[src/rtl/z80_bus_target_if.sv]
// Z80 bus target interface: CPU bus pins plus the fabric request/ack channel.
// The slave modport is the bus target; the master modport is the CPU and fabric side.
interface z80_bus_target_if;
  logic [15:0] bus_addr;
  logic [7:0]  bus_din;
  logic [7:0]  bus_dout;
  logic        bus_doe;
  logic        mreq_n;
  logic        iorq_n;
  logic        rd_n;
  logic        wr_n;
  logic        wait_n;
  logic        int_n;
  logic        f_req;
  logic        f_io;
  logic        f_wr;
  logic [15:0] f_addr;
  logic [7:0]  f_wdata;
  logic        f_ack;
  logic [7:0]  f_rdata;
  logic        irq;
  logic [7:0]  irq_vector;
  logic        timeout;

  modport slave (
    input  bus_addr, bus_din, mreq_n, iorq_n, rd_n, wr_n,
    input  f_ack, f_rdata, irq, irq_vector,
    output bus_dout, bus_doe, wait_n, int_n,
    output f_req, f_io, f_wr, f_addr, f_wdata, timeout
  );

  modport master (
    output bus_addr, bus_din, mreq_n, iorq_n, rd_n, wr_n,
    output f_ack, f_rdata, irq, irq_vector,
    input  bus_dout, bus_doe, wait_n, int_n,
    input  f_req, f_io, f_wr, f_addr, f_wdata, timeout
  );
endinterface

[src/rtl/z80_bus_target.sv]
// Z80 bus target: decodes CPU memory/IO/INTA cycles, forwards reads and writes
// to the fabric over a req/ack handshake, stalls the CPU with wait_n until the
// fabric answers (or a timeout forces completion), and drives read data/vectors.
module z80_bus_target #(
  parameter int SYNC_STAGES    = 2,
  parameter int TIMEOUT_CYCLES = 255
) (
  input logic              clk,
  input logic              reset,
  z80_bus_target_if.slave  bus
);

  typedef enum logic [1:0] {IDLE, REQ, HOLD, INTA} state_t;

  state_t      state_q, state_d;
  logic [7:0]  counter_q, counter_d;
  logic [7:0]  busDout_q, busDout_d;
  logic        busDoe_q, busDoe_d;
  logic        waitN_q, waitN_d;
  logic        intN_q;
  logic        fReq_q, fReq_d;
  logic        fIo_q, fIo_d;
  logic        fWr_q, fWr_d;
  logic [15:0] fAddr_q, fAddr_d;
  logic [7:0]  fWdata_q, fWdata_d;
  logic        timeout_q, timeout_d;

  logic [SYNC_STAGES-1:0] mreqSync_q, iorqSync_q, rdSync_q, wrSync_q;
  logic mreqS, iorqS, rdS, wrS;
  logic [7:0] cntNext;
  logic accessCycle, intaCycle, reqStrobeHigh;

  // Strobe synchronisers; idle-high so reset looks like "no cycle in progress"
  always_ff @(posedge clk or posedge reset) begin
    if (reset) begin
      mreqSync_q <= '1;
      iorqSync_q <= '1;
      rdSync_q   <= '1;
      wrSync_q   <= '1;
    end else begin
      mreqSync_q <= {mreqSync_q[SYNC_STAGES-2:0], bus.mreq_n};
      iorqSync_q <= {iorqSync_q[SYNC_STAGES-2:0], bus.iorq_n};
      rdSync_q   <= {rdSync_q[SYNC_STAGES-2:0], bus.rd_n};
      wrSync_q   <= {wrSync_q[SYNC_STAGES-2:0], bus.wr_n};
    end
  end

  assign mreqS = mreqSync_q[SYNC_STAGES-1];
  assign iorqS = iorqSync_q[SYNC_STAGES-1];
  assign rdS   = rdSync_q[SYNC_STAGES-1];
  assign wrS   = wrSync_q[SYNC_STAGES-1];

  // Cycle decode: a read/write needs exactly one of mreq/iorq low; both low is
  // not a legal Z80 cycle and is ignored; iorq alone with no strobe is INTA
  assign accessCycle = (mreqS ^ iorqS) && (!rdS || !wrS);
  assign intaCycle   = mreqS && !iorqS && rdS && wrS;
  assign cntNext     = counter_q + 8'd1;

  // HOLD exits only once the strobe that started this cycle has gone away
  assign reqStrobeHigh = fIo_q ? iorqS : mreqS;

  // Next-state and output logic for the cycle FSM
  always_comb begin
    state_d   = state_q;
    counter_d = counter_q;
    busDout_d = busDout_q;
    busDoe_d  = busDoe_q;
    waitN_d   = waitN_q;
    fReq_d    = fReq_q;
    fIo_d     = fIo_q;
    fWr_d     = fWr_q;
    fAddr_d   = fAddr_q;
    fWdata_d  = fWdata_q;
    timeout_d = 1'b0;

    case (state_q)
      IDLE: begin
        if (accessCycle) begin
          fAddr_d   = bus.bus_addr;
          fWdata_d  = bus.bus_din;
          fIo_d     = mreqS;
          fWr_d     = rdS;
          fReq_d    = 1'b1;
          waitN_d   = 1'b0;
          counter_d = 8'd0;
          state_d   = REQ;
        end else if (intaCycle) begin
          busDout_d = bus.irq_vector;
          busDoe_d  = 1'b1;
          state_d   = INTA;
        end
      end
      REQ: begin
        counter_d = cntNext;
        if (bus.f_ack) begin
          fReq_d    = 1'b0;
          waitN_d   = 1'b1;
          busDout_d = bus.f_rdata;
          busDoe_d  = !fWr_q;
          state_d   = HOLD;
        end else if (cntNext == 8'(TIMEOUT_CYCLES)) begin
          fReq_d    = 1'b0;
          waitN_d   = 1'b1;
          busDout_d = 8'hFF;
          busDoe_d  = !fWr_q;
          timeout_d = 1'b1;
          state_d   = HOLD;
        end
      end
      HOLD: begin
        if (rdS && wrS && reqStrobeHigh) begin
          busDoe_d  = 1'b0;
          counter_d = 8'd0;
          state_d   = IDLE;
        end
      end
      INTA: begin
        if (iorqS) begin
          busDoe_d = 1'b0;
          state_d  = IDLE;
        end
      end
      default: state_d = IDLE;
    endcase
  end

  // State and registered outputs; reset releases wait_n immediately
  always_ff @(posedge clk or posedge reset) begin
    if (reset) begin
      state_q   <= IDLE;
      counter_q <= 8'd0;
      busDout_q <= 8'd0;
      busDoe_q  <= 1'b0;
      waitN_q   <= 1'b1;
      fReq_q    <= 1'b0;
      fIo_q     <= 1'b0;
      fWr_q     <= 1'b0;
      fAddr_q   <= 16'd0;
      fWdata_q  <= 8'd0;
      timeout_q <= 1'b0;
    end else begin
      state_q   <= state_d;
      counter_q <= counter_d;
      busDout_q <= busDout_d;
      busDoe_q  <= busDoe_d;
      waitN_q   <= waitN_d;
      fReq_q    <= fReq_d;
      fIo_q     <= fIo_d;
      fWr_q     <= fWr_d;
      fAddr_q   <= fAddr_d;
      fWdata_q  <= fWdata_d;
      timeout_q <= timeout_d;
    end
  end

  // Interrupt line simply follows the fabric level with one clock of delay
  always_ff @(posedge clk or posedge reset) begin
    if (reset) intN_q <= 1'b1;
    else       intN_q <= !bus.irq;
  end

  assign bus.bus_dout = busDout_q;
  assign bus.bus_doe  = busDoe_q;
  assign bus.wait_n   = waitN_q;
  assign bus.int_n    = intN_q;
  assign bus.f_req    = fReq_q;
  assign bus.f_io     = fIo_q;
  assign bus.f_wr     = fWr_q;
  assign bus.f_addr   = fAddr_q;
  assign bus.f_wdata  = fWdata_q;
  assign bus.timeout  = timeout_q;

endmodule

[src/flat_wrapper.sv]
// flat-port wrapper written by rule: the top's interface ports become plain ports
module z80_bus_target_flat 
#(
  parameter int SYNC_STAGES    = 2,
  parameter int TIMEOUT_CYCLES = 255
)
  (clk, reset, bus_bus_addr, bus_bus_din, bus_mreq_n, bus_iorq_n, bus_rd_n, bus_wr_n, bus_f_ack, bus_f_rdata, bus_irq, bus_irq_vector, bus_bus_dout, bus_bus_doe, bus_wait_n, bus_int_n, bus_f_req, bus_f_io, bus_f_wr, bus_f_addr, bus_f_wdata, bus_timeout);
  z80_bus_target_if bus_i ();
  input logic clk;
  input logic reset;
  input wire logic [$bits(bus_i.bus_addr)-1:0] bus_bus_addr;
  input wire logic [$bits(bus_i.bus_din)-1:0] bus_bus_din;
  input wire logic [$bits(bus_i.mreq_n)-1:0] bus_mreq_n;
  input wire logic [$bits(bus_i.iorq_n)-1:0] bus_iorq_n;
  input wire logic [$bits(bus_i.rd_n)-1:0] bus_rd_n;
  input wire logic [$bits(bus_i.wr_n)-1:0] bus_wr_n;
  input wire logic [$bits(bus_i.f_ack)-1:0] bus_f_ack;
  input wire logic [$bits(bus_i.f_rdata)-1:0] bus_f_rdata;
  input wire logic [$bits(bus_i.irq)-1:0] bus_irq;
  input wire logic [$bits(bus_i.irq_vector)-1:0] bus_irq_vector;
  output wire logic [$bits(bus_i.bus_dout)-1:0] bus_bus_dout;
  output wire logic [$bits(bus_i.bus_doe)-1:0] bus_bus_doe;
  output wire logic [$bits(bus_i.wait_n)-1:0] bus_wait_n;
  output wire logic [$bits(bus_i.int_n)-1:0] bus_int_n;
  output wire logic [$bits(bus_i.f_req)-1:0] bus_f_req;
  output wire logic [$bits(bus_i.f_io)-1:0] bus_f_io;
  output wire logic [$bits(bus_i.f_wr)-1:0] bus_f_wr;
  output wire logic [$bits(bus_i.f_addr)-1:0] bus_f_addr;
  output wire logic [$bits(bus_i.f_wdata)-1:0] bus_f_wdata;
  output wire logic [$bits(bus_i.timeout)-1:0] bus_timeout;
  assign bus_i.bus_addr = bus_bus_addr;
  assign bus_i.bus_din = bus_bus_din;
  assign bus_i.mreq_n = bus_mreq_n;
  assign bus_i.iorq_n = bus_iorq_n;
  assign bus_i.rd_n = bus_rd_n;
  assign bus_i.wr_n = bus_wr_n;
  assign bus_i.f_ack = bus_f_ack;
  assign bus_i.f_rdata = bus_f_rdata;
  assign bus_i.irq = bus_irq;
  assign bus_i.irq_vector = bus_irq_vector;
  assign bus_bus_dout = bus_i.bus_dout;
  assign bus_bus_doe = bus_i.bus_doe;
  assign bus_wait_n = bus_i.wait_n;
  assign bus_int_n = bus_i.int_n;
  assign bus_f_req = bus_i.f_req;
  assign bus_f_io = bus_i.f_io;
  assign bus_f_wr = bus_i.f_wr;
  assign bus_f_addr = bus_i.f_addr;
  assign bus_f_wdata = bus_i.f_wdata;
  assign bus_timeout = bus_i.timeout;
  z80_bus_target #(.SYNC_STAGES(SYNC_STAGES), .TIMEOUT_CYCLES(TIMEOUT_CYCLES)) u_core (.clk(clk), .reset(reset), .bus(bus_i));
endmodule
[config.mk]
export PLATFORM = sky130hd
export DESIGN_NAME = z80_bus_target_flat
export DESIGN_NICKNAME = d
export VERILOG_FILES = /design/src/rtl/z80_bus_target_if.sv /design/src/rtl/z80_bus_target.sv /design/src/flat_wrapper.sv
export SDC_FILE = /design/constraint.sdc
export NUM_CORES = 1
export LEC_CHECK = 0
export ABC_AREA = 1
export CORE_MARGIN = 3
export CORE_UTILIZATION = 35
export DETAILED_ROUTE_END_ITERATION = 8
export PLACE_DENSITY_LB_ADDON = 0.15
export SKIP_CTS_REPAIR_TIMING = 1
export SYNTH_ARGS = -nofsm -noshare
export SYNTH_HDL_FRONTEND = slang
export SYNTH_SLANG_ARGS = --single-unit
export TNS_END_PERCENT = 50
[constraint.sdc]
create_clock -name clk -period 2.65 [get_ports clk]
set_clock_uncertainty 0.1 [all_clocks]
set_input_delay 0.53 -clock clk [delete_from_list [all_inputs] [get_ports clk]]
set_output_delay 0.53 -clock clk [all_outputs]
set_load 0.005 [all_outputs]
==> results, run 1 <==
- The total overflow reported by the global router is 0.
- After detailed routing, the number of remaining DRC violations is 0.
- The average wire per standard cell is between 10 and 15 um.
- The flow ran to the end, and the final reports show no timing, DRC or antenna violations.
- The total wire length is 5590 um.
- The antenna cell count is 0.
- Clock-pin slew was measured on the worst setup and hold paths at 70 ps.
- The max-capacitance violation count is 0.
- The fmax is 438 MHz.
- Total power for the finished layout comes to 0.00366 W.
- The net count of the mapped netlist is 292.
- The netlist area before placement is 0.00250 mm2.
- Of the total synthesized cell area, the portion taken by full adders, half adders and majority gates is 1.50%.
- Entering global routing, the biggest net connects 58 pins.
- The initial antenna violation count is 0.
- In the synthesized netlist, mux cells make up 11.7% of the area.
- The row count is 30.
- Of the total synthesized cell area, the portion taken by AND, OR, NAND and NOR gates is 19.9%.
- After detailed routing, the number of vias per cell comes to 4.62.
- The CTS tree is done.
- STA puts the critical path data required time at 2750 ps.
- The final HPWL from detailed placement is 3970 um.
- The effective utilization at floorplan is 36.4%.
- By area, the combinational part of the netlist is dominated by simple AND/OR/NAND/NOR gates.
- The final-report setup violation count is 0.
- The most common cell type on the critical path is sky130_fd_sc_hd__inv_1.
- Of the total power, combinational logic draws between 30% and 40%.
- The number of global-route vias before repair is 2072.
- The synthesized design contains 57 register bits.
- Cells with a size suffix above 1 make up 17.8% of the layout.
- Setup repair after global routing left no endpoint under its margin.
- The clock insertion delay at the later pin of the skew report is 320 ps.
- The fraction of power consumed by sequential logic is between 30% and 40%.
- The worst relative slew slack is about 54%.
- The highest fanout seen on the critical path is 27.
- Buffers inserted during clock tree synthesis total 9.
- For this run, the slowest stage of the critical path takes 550 ps.
- Dividing the synthesized area by the synthesized cell count gives 10.4 um2.
- The total internal power is about 0.0026 W.
- The tightest hold margin is 255 ps.
- The cell count after synthesis is 241.
- For this run, the number of Yosys warnings is 0.
- Of the available clock period, the critical path in the final layout requires 86.1%.
- The path class of the tightest hold or removal check is register to register.
- For this design the static power due to leakage is 1.61 nW.
- The region available for standard cell placement spans between 0.006 and 0.007 mm2.
- The global-route usage over all layers is 14.6%.
- Ranked by total cell area, the synthesized netlist is headed by sky130_fd_sc_hd__dfrtp_1, sky130_fd_sc_hd__dfstp_2, sky130_fd_sc_hd__nand2_1.
- The critical path goes through inv_1 > ha_1 > inv_1 > nand3_2 > mux2_1.
- Before antenna repair, the detailed router went through 4 iterations.
- The worst vdd rail ir drop is 471 uV.
- The cell taking the most area after synthesis is sky130_fd_sc_hd__dfrtp_1.
- The tree is rooted in a sky130_fd_sc_hd__clkbuf_8.
- The worst setup path is captured at a register.
- The parity-gate share of the synthesized area counting xor and xnor cells is 0%.
- The power density of the placed cells is about 1000 mW/mm2.
- Of the post-synthesis cell area, the dominant cell type holds 47.1%.
- The total count of hold-check failures in the final report came to 0.
- The element type at the critical path start is a register.
- The time the worst path needs with I/O delays and setup is 2280 ps.
- The synthesized-area fraction occupied by ao, oa, aoi and oai cells is 5.16%.
- The die covers approximately 0.0082 mm2.
- The H-tree depth is 3.
- Summed over all nets, the switching power comes to 0.00110 W.
- The number of max-slew violations in the final report is 0.
- The final route contains 2003 vias.
- The count of cell types in the netlist is 26.
- The proportion of power drawn by the clock network is 23.6%.
- The kind of critical path is register to register.
- STA puts the critical path data arrival time at 2390 ps.
- For this block, the initial DRC count from the detailed router was 55.
- The switching part of the total is 30.0%.
- The share of synthesized area occupied by flip-flops and latches is about 58%.
- The area growth from synthesis to layout is 46.9%.
- The net count of the finished layout is 384.
- The congestion estimate from routability-driven global placement came to 0.764.
- The number of routed nets with antenna violations is 0.
- The die width is 90.5 um.
- The transition time of the tightest slew-check pin is just under 700 ps.
- The die is 90.5 um tall.
- The setup TNS is 0 ps.
- The largest individual stage delay along the critical path comes from the cell sky130_fd_sc_hd__nand3_2.
- The first global-routing pass estimated between 9000 and 10000 um of wire.
- During placement, the flow inserted port buffers numbering 86.
- No sink is reached through more buffers than the 2 on the longest clock path.
- Fill cells in the final layout number 631.
- In this run the count of I/O pins placed on the die edge is just under 90.
- Counting every sink on the clock net gives 57.
-- layer usage --
layer  part of all wire (%)  global-route usage (%)
met1                     45                    18.1
met2                     46                    22.5
met3                    7.7                    6.25
met4                    1.1                    5.74
met5                      0                       0
-- path summary, 6_finish.rpt --
path | startpoint | cells past startpoint | to | slack (ps)
worst min register to register | u_core.rdSync_q[0]$_DFF_PP1_ | 0 | u_core.rdSync_q[1]$_DFF_PP1_ | 260
worst min-delay path | u_core.rdSync_q[0]$_DFF_PP1_ | 0 | u_core.rdSync_q[1]$_DFF_PP1_ | 260
max in group asynchronous | reset | 3 | u_core.bus.wait_n$_DFFE_PP1P_ | 1670
min in group asynchronous | reset | 3 | u_core.bus.f_addr[10]$_DFFE_PP0P_ | 470
worst max register to register | u_core.iorqSync_q[1]$_DFF_PP1_ | 5 | u_core.bus.f_addr[6]$_DFFE_PP0P_ | 370
worst max-delay path | u_core.iorqSync_q[1]$_DFF_PP1_ | 5 | u_core.bus.f_addr[6]$_DFFE_PP0P_ | 370
-- state kept, by name (all words and copies together), names as in the netlist, 2 cells and up --
name,flops
u_core.wrSync_q,2
u_core.rdSync_q,2
u_core.state_q,2
u_core.iorqSync_q,2
u_core.bus.f_addr,16
u_core.bus.f_wdata,8
u_core.mreqSync_q,2
u_core.counter_q,8
u_core.bus.bus_dout,8
-- layout by cell type (no fill, tap or decap), drive strengths merged --
cell,instances
a21oi,5
buf,2
bufinv,2
clkbuf,10
clkdlybuf4s50,86
clkinv,3
clkinvlp,1
dfrtp,47
dfstp,10
ha,3
inv,15
mux2,26
nand2,67
nand3,15
nand4,11
nor2,14
nor3,1
o21ai,18
o21bai,1
o22ai,1
-- final cells by class --
class                           count  area, um2  area share [%]
Sequential cell                    57       1440            39.2
Multi-Input combinational cell    162        956            26.0
Timing Repair Buffer               88        888            24.2
Clock buffer                       10        128            3.48
Clock inverter                      6       82.6            2.25
Tap cell                           96        120            3.27
Inverter                           15       56.3            1.53
-- cell families (layout without fill, tap and decap cells) --
| family | Yosys count | after routing |
|---|---|---|
| AO/OA/AOI/OAI | 25 | 25 |
| multiplexers | 26 | 26 |
| buffers and inverters | 22 | 119 |
| AND/OR/NAND/NOR | 108 | 108 |
| flip-flops | 57 | 57 |
| adder cells (fa/ha/maj) | 3 | 3 |
-- cell usage after synthesis (all sizes together) --
cell    instances
a21oi           5
buf             5
clkbuf          2
dfrtp          47
dfstp          10
ha              3
inv            15
mux2           26
nand2          67
nand3          15
nand4          11
nor2           14
nor3            1
o21ai          18
o21bai          1
o22ai           1
-- per-stage QoR --
stage	utilization (%)	cell area [um2]	worst slack, ps	instances
after floorplan	-	2500	637	241
after global placement	50.4	3460	403	418
after detailed placement	50.4	3460	344	418
after CTS	53.4	3670	330	434
after global routing	53.4	3670	215	434
final	53.4	3670	369	434
-- power by group through the flow --
| stage | registers, W | clock network (W) | logic (W) |
|---|---|---|---|
| after detailed placement | 0.00140 | 0 | 0.00143 |
| after global routing | 0.00144 | 0.000933 | 0.00156 |
| after floorplan | 0.00141 | 0 | 0.000631 |
| final | 0.00139 | 0.000863 | 0.00141 |
| after global placement | 0.00139 | 0 | 0.00141 |
| after CTS | 0.00139 | 0.000889 | 0.00144 |
-- worst max-delay path: cells and delay by family (launching register included) --
kind	cells	cell delay, ps
flip-flops	1	530
buffers and inverters	2	150
AND/OR/NAND/NOR	1	550
adder cells (fa/ha/maj)	1	280
multiplexers	1	550
No activity file was read; power rests on OpenSTA's default activity.
==> run 2: changes to the inputs <==
CAP_MARGIN = 20   (was not set)
clock period = 2.44 ns   (was 2.65 ns; I/O delays follow)
==> run 2 against run 1 <==
  * Via count rose by 0.50%
  * Critical endpoint is now bus_wait_n
  * Largest power group unchanged
  * First-iteration DRC count up 51%
  * Final area is 0.31% higher
  * Final cell count increased by 0.46%
  * Routed wire length fell by 1.8%
  * Register-to-register slack better by 150 ps
  * Worst setup slack improved by 120 ps
==> results, run 2 (synthesized netlist as in run 1, its figures left out) <==
- The tightest hold margin is 256 ps (was 255 ps).
- The reported net switching power is 0.00118 W (was 0.00110 W).
- Cells along the critical path: clkdlybuf4s50_1 (was inv_1 > ha_1 > inv_1 > nand3_2 > mux2_1).
- The highest fanout seen on the critical path came to 2 (was 27).
- The commonest non-fill, non-tap cell in the layout is sky130_fd_sc_hd__clkdlybuf4s50_1 (unchanged).
- The vertical die dimension is 90.5 um (unchanged).
- The max-capacitance violation count is 0 (unchanged).
- The global-route usage over all layers came to 13.8% (was 14.6%).
- The final routed DRC violation total is 0 (unchanged).
- The fmax is 513 MHz.
- The start point of the worst hold path was u_core.iorqSync_q[0]$_DFF_PP1_ (was u_core.rdSync_q[0]$_DFF_PP1_).
- The startpoint of the worst-slack reg-to-reg timing path is u_core.counter_q[0]$_DFFE_PP0P_ (was u_core.iorqSync_q[1]$_DFF_PP1_).
- The total power consumption of the routed design was 0.00393 W (was 0.00366 W).
- The classification of the worst-slack hold path is register to register (unchanged).
- The number of buffers between clock root and the deepest sink is 2 (unchanged).
- The placer congestion estimate is 0.763 (was 0.764).
- The number of top-level design ports is 87 (unchanged).
- The post-detailed-route via-to-cell ratio is 4.62 (about the same).
- The nature of the critical path endpoint is a primary output (was register).
- The delay of the slowest cell on the worst path is 530 ps (was 550 ps).
- The worst path arrival time is 1360 ps (was 2390 ps).
- The share of total power in combinational logic is 39.0% (was 38.4%).
- The number of buffers inserted during clock tree synthesis came to 9 (unchanged).
- The number of global-route vias before repair is 1958 (was 2072).
- The first-pass GRT wire length was 9070 um (was 9770 um).
- The die width is 90.5 um (unchanged).
- The total internal power is 0.00275 W (was 0.00256 W).
- The maximum number of pins on one net before global-route repair is 58 (unchanged).
- After layout, the worst path uses 80.0% of the clock period.
- The clock transition at the registers of the reported paths is 60 ps (was 70 ps).
- The number of routed nets with antenna violations is 0 (unchanged).
- The number of cells traversed by the worst hold path is 0 (unchanged).
- The final instance area is 0.00368 mm2 (was 0.00367 mm2).
- The count of TritonRoute iterations in the first routing pass came to 4 (unchanged).
- The cell at the slowest stage of the critical path is sky130_fd_sc_hd__dfstp_2 (was sky130_fd_sc_hd__nand3_2).
- The reg-to-reg endpoint is u_core.bus.bus_dout[6]$_DFFE_PP0P_ (was u_core.bus.f_addr[6]$_DFFE_PP0P_).
- The setup TNS is 0 ps (unchanged).
- The effective utilization at floorplan is 36.4% (unchanged).
- The required time reported for the critical path endpoint came to 1850 ps (was 2750 ps).
- The element type at the critical path start is a register (unchanged).
- The cell area after placement is 0.00347 mm2 (was 0.00346 mm2).
- The time the worst path needs with I/O delays and setup is ~2000 ps.
- The endpoint with the worst hold slack is u_core.iorqSync_q[1]$_DFF_PP1_ (was u_core.rdSync_q[1]$_DFF_PP1_).
- The net total in the final layout is 386 (was 384).
- The number of buffers inserted by port buffering is 86 (unchanged).
- The number of max-slew violations in the final report is 0 (unchanged).
- Leading cell types in the layout, fill and taps excluded: sky130_fd_sc_hd__clkdlybuf4s50_1, sky130_fd_sc_hd__nand2_1, sky130_fd_sc_hd__dfrtp_1, sky130_fd_sc_hd__mux2_2, sky130_fd_sc_hd__o21ai_0 (unchanged).
- The share of layout cells above drive strength 1 is 18.2% (was 17.8%).
- The final HPWL from detailed placement was 3890 um (was 3970 um).
- The buffering stage count on the worst path with inverters included is 1 (was 2).
- The kind of critical path is register to primary output (was register to register).
- The leakage power of the design is 1.62 nW (was 1.61 nW).
- The row count is 30 (unchanged).
- The clock insertion delay at the later pin of the skew report came to 330 ps (was 320 ps).
- The total count of hold-check failures in the final report is 0 (unchanged).
- The clock root buffer master is sky130_fd_sc_hd__clkbuf_8 (unchanged).
- The setup slack of the most critical reg-to-reg path is 520 ps (was 370 ps).
- The antenna cell count was 0 (unchanged).
- The power density of the placed cells was 1070 mW/mm2 (was 997 mW/mm2).
- The total via count after detailed routing is 2013 (was 2003).
- The final-report setup violation count was 0 (unchanged).
- The switching part of the total was 30.0% (about the same).
- The transition time of the tightest slew-check pin is 462 ps (was 690 ps).
- The total overflow reported by the global router is 0 (unchanged).
- The CTS sink count came to 57 (unchanged).
- The full die area was 0.00818 mm2 (unchanged).
- The area growth from synthesis to layout is 47.4% (was 46.9%).
- The initial antenna violation count came to 0 (unchanged).
- The gate family responsible for the most delay along the worst path is flip-flops (was simple AND/OR/NAND/NOR gates).
- The total wire length is 5490 um (was 5590 um).
- The proportion of power drawn by the clock network is 22.9% (was 23.6%).
- The H-tree depth is 3 (unchanged).
- The core region area is 0.00687 mm2 (unchanged).
- The length in cells of the worst reg-to-reg path came to 11 (was 5).
- The fraction of power consumed by sequential logic is 38.1% (was 38.0%).
- The number of design-rule violations left by the first detailed-router iteration is 83 (was 55).
- The worst relative slew slack is 69.1% (was 53.9%).
- The number of flip-flops under the largest register name came to 16 (unchanged).
- The CTS tree is done (unchanged).
- The average wire per standard cell is 12.6 um (was 12.9 um).
- The worst vdd rail ir drop is 627 uV (was 471 uV).
- RSZ-0062 raised after global routing: false (unchanged).
- Run status: finished clean (unchanged).
- The fill cell instance count of the final layout is 622 (was 631).
-- run 2: power groups by stage --
stage | Combinational (W) | Sequential (W) | Clock, W
after global placement | 0.00155 | 0.00151 | 0
after floorplan | 0.000686 | 0.00153 | 0
final | 0.00153 | 0.00150 | 0.000901
after global routing | 0.00171 | 0.00154 | 0.000977
after CTS | 0.00157 | 0.00150 | 0.000936
after detailed placement | 0.00156 | 0.00152 | 0
-- run 2: how the worst max path moves through the flow --
stage          depth (start not counted)  slack (ps)                                 end                       startpoint
2_1_floorplan                          1         470      u_core.bus.bus_doe$_DFFE_PP0P_                            reset
3_3_place_gp                           6         520   u_core.bus.f_wdata[3]$_DFFE_PP0P_   u_core.iorqSync_q[1]$_DFF_PP1_
3_5_place_dp                           6         520    u_core.bus.f_addr[1]$_DFFE_PP0P_   u_core.iorqSync_q[1]$_DFF_PP1_
4_1_cts                                1         460                          bus_wait_n    u_core.bus.wait_n$_DFFE_PP1P_
5_1_grt                               11         280  u_core.bus.bus_dout[6]$_DFFE_PP0P_  u_core.counter_q[0]$_DFFE_PP0P_
6_report                               1         490                          bus_wait_n    u_core.bus.wait_n$_DFFE_PP1P_
-- run 2: area by class of cell --
type / instances / area (um2) / area share [%]
Multi-Input combinational cell: 162 / 956 / 26.0
Clock buffer: 12 / 155 / 4.21
Clock inverter: 4 / 51.3 / 1.39
Timing Repair Buffer: 90 / 903 / 24.5
Tap cell: 96 / 120 / 3.26
Inverter: 15 / 56.3 / 1.53
Sequential cell: 57 / 1440 / 39.1
-- run 2: layer usage --
| metal | track usage, % | wire (um) | up-vias |
|---|---|---|---|
| li1 | - | - | 996 |
| met1 | 17.1 | 2430 | 937 |
| met2 | 20.9 | 2500 | 72 |
| met3 | 8.00 | 506 | 8 |
| met4 | 3.32 | 52 | 0 |
| met5 | 0 | 0 | - |
-- run 2: per-stage QoR --
stage	setup slack (ps)	std cells	utilization, %
after floorplan	469	241	-
after global placement	525	420	50.6
after detailed placement	519	420	50.6
after CTS	457	436	53.6
after global routing	285	436	53.6
final	489	436	53.6
-- run 2: worst reg2reg max path, delay by kind of cell, from the launching register on --
kind	cells	cell delay, ps
adder cells (fa/ha/maj)	1	250
flip-flops	1	420
buffers and inverters	1	50
AND/OR/NAND/NOR	9	980
==> run 3: changes to the inputs <==
clock period = 2.05 ns   (was 2.44 ns; I/O delays follow)
==> run 3 against run 2 <==
  * Die area stayed put
  * Utilization up 1.5 points
  * Largest cell class unchanged
  * Global-route usage is 0.92 points higher
  * Register-to-register slack worse by 360 ps
  * Routed wire length grew 2.8%
  * Sequential power rose by 19%
  * Final area rose by 2.9%
  * First-iteration DRC count is 23% higher
  * Combinational power rose by 24%
  * Count of clock-buffer cells in the layout increased by 1
  * Highest routed layer unchanged
==> results, run 3 (synthesized netlist as in run 1, its figures left out) <==
- The count of TritonRoute iterations in the first routing pass is 4 (unchanged).
- The final routed DRC violation total was 0 (unchanged).
- The placer congestion estimate is 0.791 (was 0.763).
- The transition time of the tightest slew-check pin was 433 ps (was 462 ps).
- The fill cell instance count of the final layout is 642 (was 622).
- The global-route usage over all layers came to 14.8% (was 13.8%).
- RSZ-0062 raised after global routing: false (unchanged).
- The max-capacitance violation count is 0 (unchanged).
- The number of routed nets with antenna violations is 0 (unchanged).
- The clock insertion delay at the later pin of the skew report is 320 ps (was 330 ps).
- The initial antenna violation count is 0 (unchanged).
- The reported net switching power is 0.00141 W (was 0.00118 W).
- The total internal power was 0.00353 W (was 0.00275 W).
- The share of total power in combinational logic is 38.3% (was 39.0%).
- The number of buffers inserted by port buffering is 86 (unchanged).
- The total overflow reported by the global router was 0 (unchanged).
- The share of layout cells above drive strength 1 is 19.1% (was 18.2%).
- The multi-input gate area in the final layout is 967 um2 (was 956 um2).
- The average wire per standard cell is 12.8 um (was 12.6 um).
- The final critical path takes up 92.4% of the cycle.
- The number of max-slew violations in the final report is 0 (unchanged).
- The commonest non-fill, non-tap cell in the layout is sky130_fd_sc_hd__clkdlybuf4s50_1 (unchanged).
- The effective utilization at floorplan was 36.4% (unchanged).
- The number of design-rule violations left by the first detailed-router iteration is 102 (was 83).
- The kind of critical path is register to register (was register to primary output).
- The final core utilization came to 55.1% (was 53.6%).
- The tightest hold margin is 252 ps (was 256 ps).
- The CTS tree is done (unchanged).
- Leading cell types in the layout, fill and taps excluded: sky130_fd_sc_hd__clkdlybuf4s50_1, sky130_fd_sc_hd__nand2_1, sky130_fd_sc_hd__dfrtp_1, sky130_fd_sc_hd__mux2_2, sky130_fd_sc_hd__o21ai_0 (unchanged).
- The number of buffers between clock root and the deepest sink is 2 (unchanged).
- The first-pass GRT wire length is 9860 um (was 9070 um).
- The switching part of the total came to 28.6% (was 30.0%).
- The number of global-route vias before repair is 2170 (was 1958).
- The H-tree depth came to 3 (unchanged).
- The total wire length was 5640 um (was 5490 um).
- The area growth from synthesis to layout came to 51.7% (was 47.4%).
- The full die area is 0.00818 mm2 (unchanged).
- The vertical die dimension is 90.5 um (unchanged).
- The number of top-level design ports is 87 (unchanged).
- The row count is 30 (unchanged).
- The total count of hold-check failures in the final report is 0 (unchanged).
- The proportion of power drawn by the clock network is 25.6% (was 22.9%).
- The worst vdd rail ir drop is 673 uV (was 627 uV).
- The setup TNS is 0 ps (unchanged).
- The CTS sink count was 57 (unchanged).
- Run status: finished clean (unchanged).
- The clock transition at the registers of the reported paths is 70 ps (was 60 ps).
- The element type at the critical path start is a register (unchanged).
- The highest fanout seen on the critical path is 9 (was 2).
- The nature of the critical path endpoint was a register (was primary output).
- The post-detailed-route via-to-cell ratio is 4.63 (was 4.62).
- The final-report setup violation count is 0 (unchanged).
- The classification of the worst-slack hold path is register to register (unchanged).
- The antenna cell count came to 0 (unchanged).
- The power density of the placed cells was 1300 mW/mm2 (was 1070 mW/mm2).
- The required time reported for the critical path endpoint came to 2170 ps (was 1850 ps).
- Derived from the worst setup path, the maximum achievable clock frequency is 528 MHz.
- The worst relative slew slack is 71.1% (was 69.1%).
- The number of flip-flops under the largest register name is 16 (unchanged).
- The die width came to 90.5 um (unchanged).
- The worst path arrival time was 2010 ps (was 1360 ps).
- The leakage power of the design is 1.67 nW (was 1.62 nW).
- The total via count after detailed routing was 2043 (was 2013).
- The maximum number of pins on one net before global-route repair is 28 (was 58).
- The core region area is 0.00687 mm2 (unchanged).
- The fraction of power consumed by sequential logic came to 36.1% (was 38.1%).
- The flip-flop and latch area was 0.00144 mm2 (unchanged).
- The final HPWL from detailed placement is 4100 um (was 3890 um).
- The total power consumption of the routed design is 0.00494 W (was 0.00393 W).
- The net total in the final layout is 391 (was 386).
- The number of buffers inserted during clock tree synthesis was 9 (unchanged).
- The clock root buffer master is sky130_fd_sc_hd__clkbuf_8 (unchanged).
- The time the worst path needs with I/O delays and setup is between 1500 and 2000 ps.
## run 3: worst paths after layout
path	from	endpoint	slack [ps]	cells after the start
max	u_core.counter_q[0]$_DFFE_PP0P_	u_core.bus.bus_dout[1]$_DFFE_PP0P_	160	11
min	u_core.wrSync_q[0]$_DFF_PP1_	u_core.wrSync_q[1]$_DFF_PP1_	250	0
max reg2reg	u_core.counter_q[0]$_DFFE_PP0P_	u_core.bus.bus_dout[1]$_DFFE_PP0P_	160	11
max in group asynchronous	reset	u_core.rdSync_q[1]$_DFF_PP1_	1010	3
min reg2reg	u_core.wrSync_q[0]$_DFF_PP1_	u_core.wrSync_q[1]$_DFF_PP1_	250	0
min in group asynchronous	reset	u_core.bus.f_addr[14]$_DFFE_PP0P_	300	2
## run 3: final cells by class
type | instances | share of cell area (%)
clock buffers | 13 | 3.93
clock inverters | 3 | 2.38
inverters | 15 | 1.49
multi-input cells | 162 | 25.5
flip-flops and latches | 57 | 38.0
well taps | 96 | 3.17
repair buffers | 95 | 25.5
## run 3: critical path, cell delays in order (launching register included)
cell,delay [ps]
sky130_fd_sc_hd__dfrtp_1,420
sky130_fd_sc_hd__ha_1,250
sky130_fd_sc_hd__nand2_1,70
sky130_fd_sc_hd__inv_1,50
sky130_fd_sc_hd__nor2_1,120
sky130_fd_sc_hd__nand3_1,90
sky130_fd_sc_hd__nor2_1,120
sky130_fd_sc_hd__nand3_2,150
sky130_fd_sc_hd__nand2_8,130
sky130_fd_sc_hd__nand3_4,120
sky130_fd_sc_hd__nand2_1,100
sky130_fd_sc_hd__nand2_1,60
## run 3: power groups by stage
stage	combinational [W]	clock, W	sequential [W]
2_1_floorplan	0.000816	0	0.00182
3_3_place_gp	0.00188	0	0.00178
3_5_place_dp	0.00191	0	0.00180
4_1_cts	0.00192	0.00130	0.00179
5_1_grt	0.00210	0.00136	0.00185
6_report	0.00189	0.00127	0.00178
## run 3: routing by layer
layer	track usage [%]	vias up	routed length [um]
met5	0	-	0
met4	5.36	0	40
met3	6.17	6	489
met2	24.0	67	2630
met1	17.5	964	2490
li1	-	1006	-
## run 3: metrics by stage
step           setup slack (ps)  instances  area, um2
6_report                    156        441       3790
5_1_grt                    13.7        441       3790
4_1_cts                    88.0        438       3750
3_5_place_dp                105        422       3510
3_3_place_gp                140        422       3510
2_1_floorplan               157        241       2500
